**src/rtl/seg7_scan_driver_if.sv**
```systemverilog
// Display-side bundle for seg7_scan_driver: scan reference and digit data in,
// multiplexed anode/segment drives and frame marker out.
interface seg7_scan_driver_if #(
    parameter int DIGITS = 4
);
    logic                  scan_tick;
    logic [4*DIGITS-1:0]   data;
    logic [DIGITS-1:0]     dp_in;
    logic [DIGITS-1:0]     an;
    logic [6:0]            seg;
    logic                  dp;
    logic                  frame_start;

    modport master (
        output scan_tick, data, dp_in,
        input  an, seg, dp, frame_start
    );

    modport slave (
        input  scan_tick, data, dp_in,
        output an, seg, dp, frame_start
    );
endinterface

```
**src/rtl/seg7_scan_driver.sv**
```systemverilog
// Multiplexed 7-segment scan driver: steps digits on both edges of scan_tick with an
// all-off dead time. Define SEG7_BLANK_EN to enable leading-zero blanking.
module seg7_scan_driver #(
    parameter int DIGITS   = 4,
    parameter int DEAD_CYC = 8
) (
    input  logic              clk_in,
    input  logic              rst,
    seg7_scan_driver_if.slave bus
);
    localparam int IW = $clog2(DIGITS);
    localparam int CW = (DEAD_CYC > 1) ? $clog2(DEAD_CYC) : 1;

    typedef enum logic {S_DEAD, S_ON} state_t;

    logic              s1_reg, s2_reg, s3_reg;
    logic              step;
    logic              wrap;
    state_t            state_reg, state_next;
    logic [CW-1:0]     dead_reg, dead_next;
    logic [IW-1:0]     idx_reg, idx_next;
    logic [3:0]        data_nib [DIGITS];
    logic [3:0]        shadow_reg [DIGITS];
    logic [DIGITS-1:0] shadow_dp_reg;
    logic [DIGITS-1:0] an_reg, an_next;
    logic [6:0]        seg_reg, seg_next;
    logic              dp_reg, dp_next;
    logic              frame_start_reg;

    function automatic logic [6:0] decode(input logic [3:0] nib);
        case (nib)
            4'h0: decode = 7'h40;  4'h1: decode = 7'h79;
            4'h2: decode = 7'h24;  4'h3: decode = 7'h30;
            4'h4: decode = 7'h19;  4'h5: decode = 7'h12;
            4'h6: decode = 7'h02;  4'h7: decode = 7'h78;
            4'h8: decode = 7'h00;  4'h9: decode = 7'h10;
            4'hA: decode = 7'h08;  4'hB: decode = 7'h03;
            4'hC: decode = 7'h46;  4'hD: decode = 7'h21;
            4'hE: decode = 7'h06;  default: decode = 7'h0E;
        endcase
    endfunction

    genvar gi;
    generate
        for (gi = 0; gi < DIGITS; gi++) begin : g_nib
            assign data_nib[gi] = bus.data[4*gi +: 4];
        end
    endgenerate

    // s3 is only a history flop; comparing it with s2 turns either edge into a step
    always_ff @(posedge clk_in or posedge rst) begin
        if (rst) begin
            s1_reg <= 1'b0;
            s2_reg <= 1'b0;
            s3_reg <= 1'b0;
        end else begin
            s1_reg <= bus.scan_tick;
            s2_reg <= s1_reg;
            s3_reg <= s2_reg;
        end
    end

    assign step = s2_reg ^ s3_reg;
    assign wrap = step && (idx_reg == IW'(DIGITS - 1));

    always_ff @(posedge clk_in or posedge rst) begin
        if (rst) begin
            for (int i = 0; i < DIGITS; i++) shadow_reg[i] <= 4'h0;
            shadow_dp_reg <= '0;
        end else if (wrap) begin
            for (int i = 0; i < DIGITS; i++) shadow_reg[i] <= data_nib[i];
            shadow_dp_reg <= bus.dp_in;
        end
    end

`ifdef SEG7_BLANK_EN
    logic [DIGITS-1:0] blank_reg, blank_next;

    // A digit blanks only while every digit from the top down to it is zero
    always_comb begin
        logic run;
        blank_next = '0;
        run        = 1'b1;
        for (int i = DIGITS - 1; i > 0; i--) begin
            run           = run && (data_nib[i] == 4'h0);
            blank_next[i] = run;
        end
    end

    always_ff @(posedge clk_in or posedge rst) begin
        if (rst)       blank_reg <= '0;
        else if (wrap) blank_reg <= blank_next;
    end
`endif

    always_ff @(posedge clk_in or posedge rst) begin
        if (rst) begin
            state_reg <= S_DEAD;
            dead_reg  <= '0;
            idx_reg   <= '0;
        end else begin
            state_reg <= state_next;
            dead_reg  <= dead_next;
            idx_reg   <= idx_next;
        end
    end

    always_comb begin
        state_next = state_reg;
        dead_next  = dead_reg;
        idx_next   = idx_reg;
        if (step) begin
            idx_next   = wrap ? '0 : idx_reg + IW'(1);
            state_next = S_DEAD;
            dead_next  = '0;
        end else if (state_reg == S_DEAD) begin
            if (dead_reg == CW'(DEAD_CYC - 1)) state_next = S_ON;
            else                               dead_next  = dead_reg + CW'(1);
        end
    end

    // Outputs are computed from the next state so the registered drives track state_reg
    always_comb begin
        an_next  = '1;
        seg_next = 7'h7F;
        dp_next  = 1'b1;
        if (state_next == S_ON) begin
            an_next[idx_next] = 1'b0;
            seg_next          = decode(shadow_reg[idx_next]);
`ifdef SEG7_BLANK_EN
            if (blank_reg[idx_next]) seg_next = 7'h7F;
`endif
            dp_next           = ~shadow_dp_reg[idx_next];
        end
    end

    always_ff @(posedge clk_in or posedge rst) begin
        if (rst) begin
            an_reg          <= '1;
            seg_reg         <= 7'h7F;
            dp_reg          <= 1'b1;
            frame_start_reg <= 1'b0;
        end else begin
            an_reg          <= an_next;
            seg_reg         <= seg_next;
            dp_reg          <= dp_next;
            frame_start_reg <= wrap;
        end
    end

    assign bus.an          = an_reg;
    assign bus.seg         = seg_reg;
    assign bus.dp          = dp_reg;
    assign bus.frame_start = frame_start_reg;
endmodule
```
**src/flat_wrapper.sv**
```systemverilog
// flat-port wrapper written by rule: the top's interface ports become plain ports
module seg7_scan_driver_flat 
#(
    parameter int DIGITS   = 4,
    parameter int DEAD_CYC = 8
)
  (clk_in, rst, bus_scan_tick, bus_data, bus_dp_in, bus_an, bus_seg, bus_dp, bus_frame_start);
  seg7_scan_driver_if #(.DIGITS(DIGITS)) bus_i ();
  input  logic clk_in;
  input  logic rst;
  input wire logic [$bits(bus_i.scan_tick)-1:0] bus_scan_tick;
  input wire logic [$bits(bus_i.data)-1:0] bus_data;
  input wire logic [$bits(bus_i.dp_in)-1:0] bus_dp_in;
  output wire logic [$bits(bus_i.an)-1:0] bus_an;
  output wire logic [$bits(bus_i.seg)-1:0] bus_seg;
  output wire logic [$bits(bus_i.dp)-1:0] bus_dp;
  output wire logic [$bits(bus_i.frame_start)-1:0] bus_frame_start;
  assign bus_i.scan_tick = bus_scan_tick;
  assign bus_i.data = bus_data;
  assign bus_i.dp_in = bus_dp_in;
  assign bus_an = bus_i.an;
  assign bus_seg = bus_i.seg;
  assign bus_dp = bus_i.dp;
  assign bus_frame_start = bus_i.frame_start;
  seg7_scan_driver #(.DIGITS(DIGITS), .DEAD_CYC(DEAD_CYC)) u_core (.clk_in(clk_in), .rst(rst), .bus(bus_i));
endmodule
```
**config.mk**
```make
export PLATFORM = sky130hd
export DESIGN_NAME = seg7_scan_driver_flat
export DESIGN_NICKNAME = d
export VERILOG_FILES = /design/src/rtl/seg7_scan_driver_if.sv /design/src/rtl/seg7_scan_driver.sv /design/src/flat_wrapper.sv
export SDC_FILE = /design/constraint.sdc
export NUM_CORES = 1
export LEC_CHECK = 0
export ABC_AREA = 0
export CAP_MARGIN = 20
export CORE_AREA = 2 2 69 71
export CTS_CLUSTER_DIAMETER = 30
export DETAILED_ROUTE_END_ITERATION = 8
export DIE_AREA = 0 0 71 73
export PLACE_DENSITY = 0.74
export SLEW_MARGIN = 20
export SYNTH_ARGS = -nofsm -noshare
export SYNTH_HDL_FRONTEND = slang
export SYNTH_SLANG_ARGS = --single-unit
export TNS_END_PERCENT = 1
```
**constraint.sdc**
```tcl
create_clock -name clk_in -period 2.3 [get_ports clk_in]
set_input_delay 0.46 -clock clk_in [delete_from_list [all_inputs] [get_ports clk_in]]
set_output_delay 0.46 -clock clk_in [all_outputs]
set_load 0.03 [all_outputs]
```
==> results.md, run 1 <==
- The run finished, with violations left.
- The final reports fail on negative setup slack.
- The share of the clock period used by the worst path is 1.012.
- The placed wire-length estimate is slightly below 3000 microns.
- The register with the most flip-flops in the layout has 16 of them.
- The number of enable-type register cells in the synthesized netlist is 0.
- The region available for standard cell placement spans 4536 sq um.
- The design draws around 4400 uW.
- Measured in cells, the most critical reg-to-reg path has a length of 10.
- The depth of the worst hold-timing path is 0.
- The number of nets in the synthesized netlist is 192.
- Leaving out fill and tap cells, the most frequent cell in the layout is sky130_fd_sc_hd__clkdlybuf4s50_1.
- In this run the cell area of the synthesized design comes to about 2000 sq um.
- The total of buffers placed on input and output ports is 35.
- The final count of hold timing violations came to 0.
- The die covers 5183 sq um.
- The endpoint identified for the worst register-to-register timing path is u_core.bus.seg[3].
- After detailed routing, the number of vias per cell comes to ~5.3.
- Setup repair after global routing could not meet its margin everywhere.
- After detailed routing, the number of remaining DRC violations is 0.
- Routability-driven placement finished with a final weighted congestion of around 0.89.
- At the pin with the least slew margin, the transition time is 549.2 ps.
- The fraction of layout cells with a size suffix above 1 is 0.4727.
- The max-slew violation total from the final report is 0.
- For this run the aggregate overflow at the end of global routing stands at 0.
- Counting along the longest clock path gives a buffer depth of 2.
- In this run the worst path has a maximum fanout of 6.
- The library cells used most frequently in the layout, excluding fill and tap cells, are 35 x sky130_fd_sc_hd__clkdlybuf4s50_1, 28 x sky130_fd_sc_hd__dfrtp_1, 21 x sky130_fd_sc_hd__mux2_2.
- The setup-violating endpoint count in the final report is 3.
- The clock edge transition at the registers on the reported setup and hold paths is 80 ps.
- Timing analysis after detailed placement gives a worst setup slack of -91.38 ps.
- The startpoint-to-endpoint class of the critical path is reg2reg.
- The tool flagged a number of max-cap violations equal to 0.
- The routed layout has around 1,400 vias.
- CTS built an H-tree with a depth of 2.
- Headroom to the max-slew limit came out at 0.6338.
- After the last flow step, the layout net total stands at around 250.
- The first TritonRoute pass finished after 4 iterations.
- The repair_antennas step left the layout with diodes totalling 0.
- The clock net sink count is 42.
- For this run, the total global-route usage over all layers was measured as 0.1802.
- The first-iteration detailed-routing DRC count is between 70 and 80.
- The startpoint identified for the worst register-to-register timing path is u_core.s2_reg.
- The critical path launch point is u_core.s2_reg.
- Counting distinct cell types in the post-synthesis netlist gives 40.
- The main flop type after synthesis is sky130_fd_sc_hd__dfrtp_1.
- The reg-to-reg setup timing slack is -30 ps.
- The area growth from synthesis to layout is 42.10%.
- The most area-hungry cell type in the Yosys netlist is sky130_fd_sc_hd__dfrtp_1.
- In this run the remaining antenna-violating nets after routing total 0.
- Of the synthesized area, sequential elements account for 0.5237.
- The tightest min-delay check is of the reg2reg type.
- The width of the chip is just over 70 microns.
- Setup slack on the critical path of the routed design comes to -28.42 ps.
- The total of fill cells in the finished design is ~340.
- The total number of placement rows is 25.
- For the final database, setup skew stands at roughly 5.6 ps.
- The share of synthesized area in the top cell type comes to 0.3688.
- Entering global routing, the biggest net connects 43 pins.
- For this design the ratio of total power to cell area is ~1500 nW/um^2.
- After synthesis, the cell types taking the most area are sky130_fd_sc_hd__dfrtp_1 37%, sky130_fd_sc_hd__dfstp_2 15%, sky130_fd_sc_hd__mux2_2 12%.
- At the worst endpoint, the required time is around 2500 ps.
- The first global-routing pass estimated ~7000 microns of wire.
- For this design the static power due to leakage is ~0.0012 uW.
- The endpoint class of the critical path is a flip-flop.
- The clock tree from TritonCTS is done.
- The TritonCTS buffer count is 5.
- The initial utilization of the core area, before any placement, comes to 0.4488.
- After detailed routing, the total wire length is around 4400 microns.
- The mean area per synthesized cell is about 13 sq um.
- The source-to-sink clock delay at the later pin of the worst-skew pair is about 300 ps.
- The worst setup path is launched from a flip-flop.
- For this design the top-level I/O count stands at 36.
- The number of global-route vias before repair is around 1,500.
- The maximum VDD drop is 0.0007552 V.
- The instance count of the mapped netlist is 160.
- The wire length per cell after detailed routing is between 15 and 20 microns.
- The highest achievable clock rate is between 400 and 500 MHz.
- The root buffer cell chosen for the clock tree is sky130_fd_sc_hd__clkbuf_8.
- For this run, asynchronously set or reset flops after synthesis account for 1.000.
- The height of the die is approximately 73 microns.
- The critical path arrival is around 2500 ps.
- The initial antenna violation count is 0.
- The total of warnings raised by yosys is 0.
- In this run, synthesis produced a sequential element count of 42.
- The termination of the worst setup path is u_core.bus.seg[3].
- The time the worst path needs with I/O delays and setup is 2328 ps.
[Yosys cell counts, types with 2 or more instances]
cell type	number
sky130_fd_sc_hd__dfrtp_1	30
sky130_fd_sc_hd__inv_1	5
sky130_fd_sc_hd__and3_1	2
sky130_fd_sc_hd__a22o_1	2
sky130_fd_sc_hd__o21ai_0	4
sky130_fd_sc_hd__nor4_1	3
sky130_fd_sc_hd__nor2_1	8
sky130_fd_sc_hd__clkbuf_1	2
sky130_fd_sc_hd__ha_1	9
sky130_fd_sc_hd__mux2i_1	8
sky130_fd_sc_hd__a31oi_1	3
sky130_fd_sc_hd__o21ai_1	3
sky130_fd_sc_hd__nand2_1	9
sky130_fd_sc_hd__nand3_1	5
sky130_fd_sc_hd__a21oi_1	7
sky130_fd_sc_hd__dfstp_2	12
sky130_fd_sc_hd__mux2_2	22
sky130_fd_sc_hd__o21ai_2	2
sky130_fd_sc_hd__buf_6	3
[metrics by stage]
stage,cells,TNS [ps],area (sq um),hold WS [ps],util
3_5_place_dp,257,-263.1,2575,337.8,0.5677
3_3_place_gp,257,-37.73,2575,334.6,0.5677
5_1_grt,274,-458.5,2893,369.7,0.6378
4_1_cts,272,-32.03,2796,356.8,0.6166
2_1_floorplan,160,-10.75,2088,331.1,-
6_report,274,-60.93,2893,355.6,0.6378
[worst min path at each step]
stage,endpoint,startpoint
6_report,u_core.s2_reg,u_core.s1_reg
2_1_floorplan,u_core.s2_reg,u_core.s1_reg
3_5_place_dp,u_core.s2_reg,u_core.s1_reg
5_1_grt,u_core.s2_reg,u_core.s1_reg
4_1_cts,u_core.s2_reg,u_core.s1_reg
3_3_place_gp,u_core.s2_reg,u_core.s1_reg
[cell families (layout without fill, tap and decap cells)]
group           Yosys count  after routing  synth area share
compound gates           28             28           0.09404
xor+xnor                  3              3           0.02029
fa+ha+maj                 9              9           0.05532
buf+inv                  13             73           0.03564
flops                    42             42            0.5237
mux                      34             34            0.1979
simple gates             31             31           0.07314
[metal layers]
layer	vias up	routed length (microns)	GRT usage
li1	692	-	-
met1	709	1850	0.2229
met2	34	2310	0.3074
met3	4	166	0.04420
met4	0	25	0.06709
met5	-	0	0
[power by group]
part / internal, uW / switching, uW
clock: 241 / 261
sequential: 965 / 152
combinational: 1380 / 1370
[area by class of cell]
type / count / area [sq um] / area share
Multi-Input combinational cell: 105 / 1072 / 0.3707
Sequential cell: 42 / 1069 / 0.3694
Timing Repair Buffer: 57 / 554.3 / 0.1916
Clock buffer: 6 / 82.58 / 0.02855
Tap cell: 54 / 67.56 / 0.02336
Inverter: 8 / 35.03 / 0.01211
Clock inverter: 2 / 12.51 / 0.004325
[critical path, cell delays in order (launching register included)]
cell and delay, ps:
sky130_fd_sc_hd__dfrtp_2 460, sky130_fd_sc_hd__buf_6 140, sky130_fd_sc_hd__xnor2_4 200, sky130_fd_sc_hd__mux2i_4 320, sky130_fd_sc_hd__buf_6 140, sky130_fd_sc_hd__a21oi_2 30, sky130_fd_sc_hd__a22o_4 280, sky130_fd_sc_hd__inv_2 110
sky130_fd_sc_hd__ha_2 240, sky130_fd_sc_hd__nor4_1 60, sky130_fd_sc_hd__a211oi_1 240
[repair_timing]
item / in CTS / in global routing
cloned: 0 / 0
gates resized for setup: 17 / 17
endpoints found under the setup margin: 4 / 7
buffers inserted: 7 / 2
hold buffers: 0 / 0
pin swaps: 8 / 3
(Power assumes the default switching activity.)
==> run 2, diff against run 1 <==
ABC_CLOCK_PERIOD_IN_PS = 2300   (was not set)
==> results of run 2 <==
Final layout, timing and power as in run 1 (identical DEF).
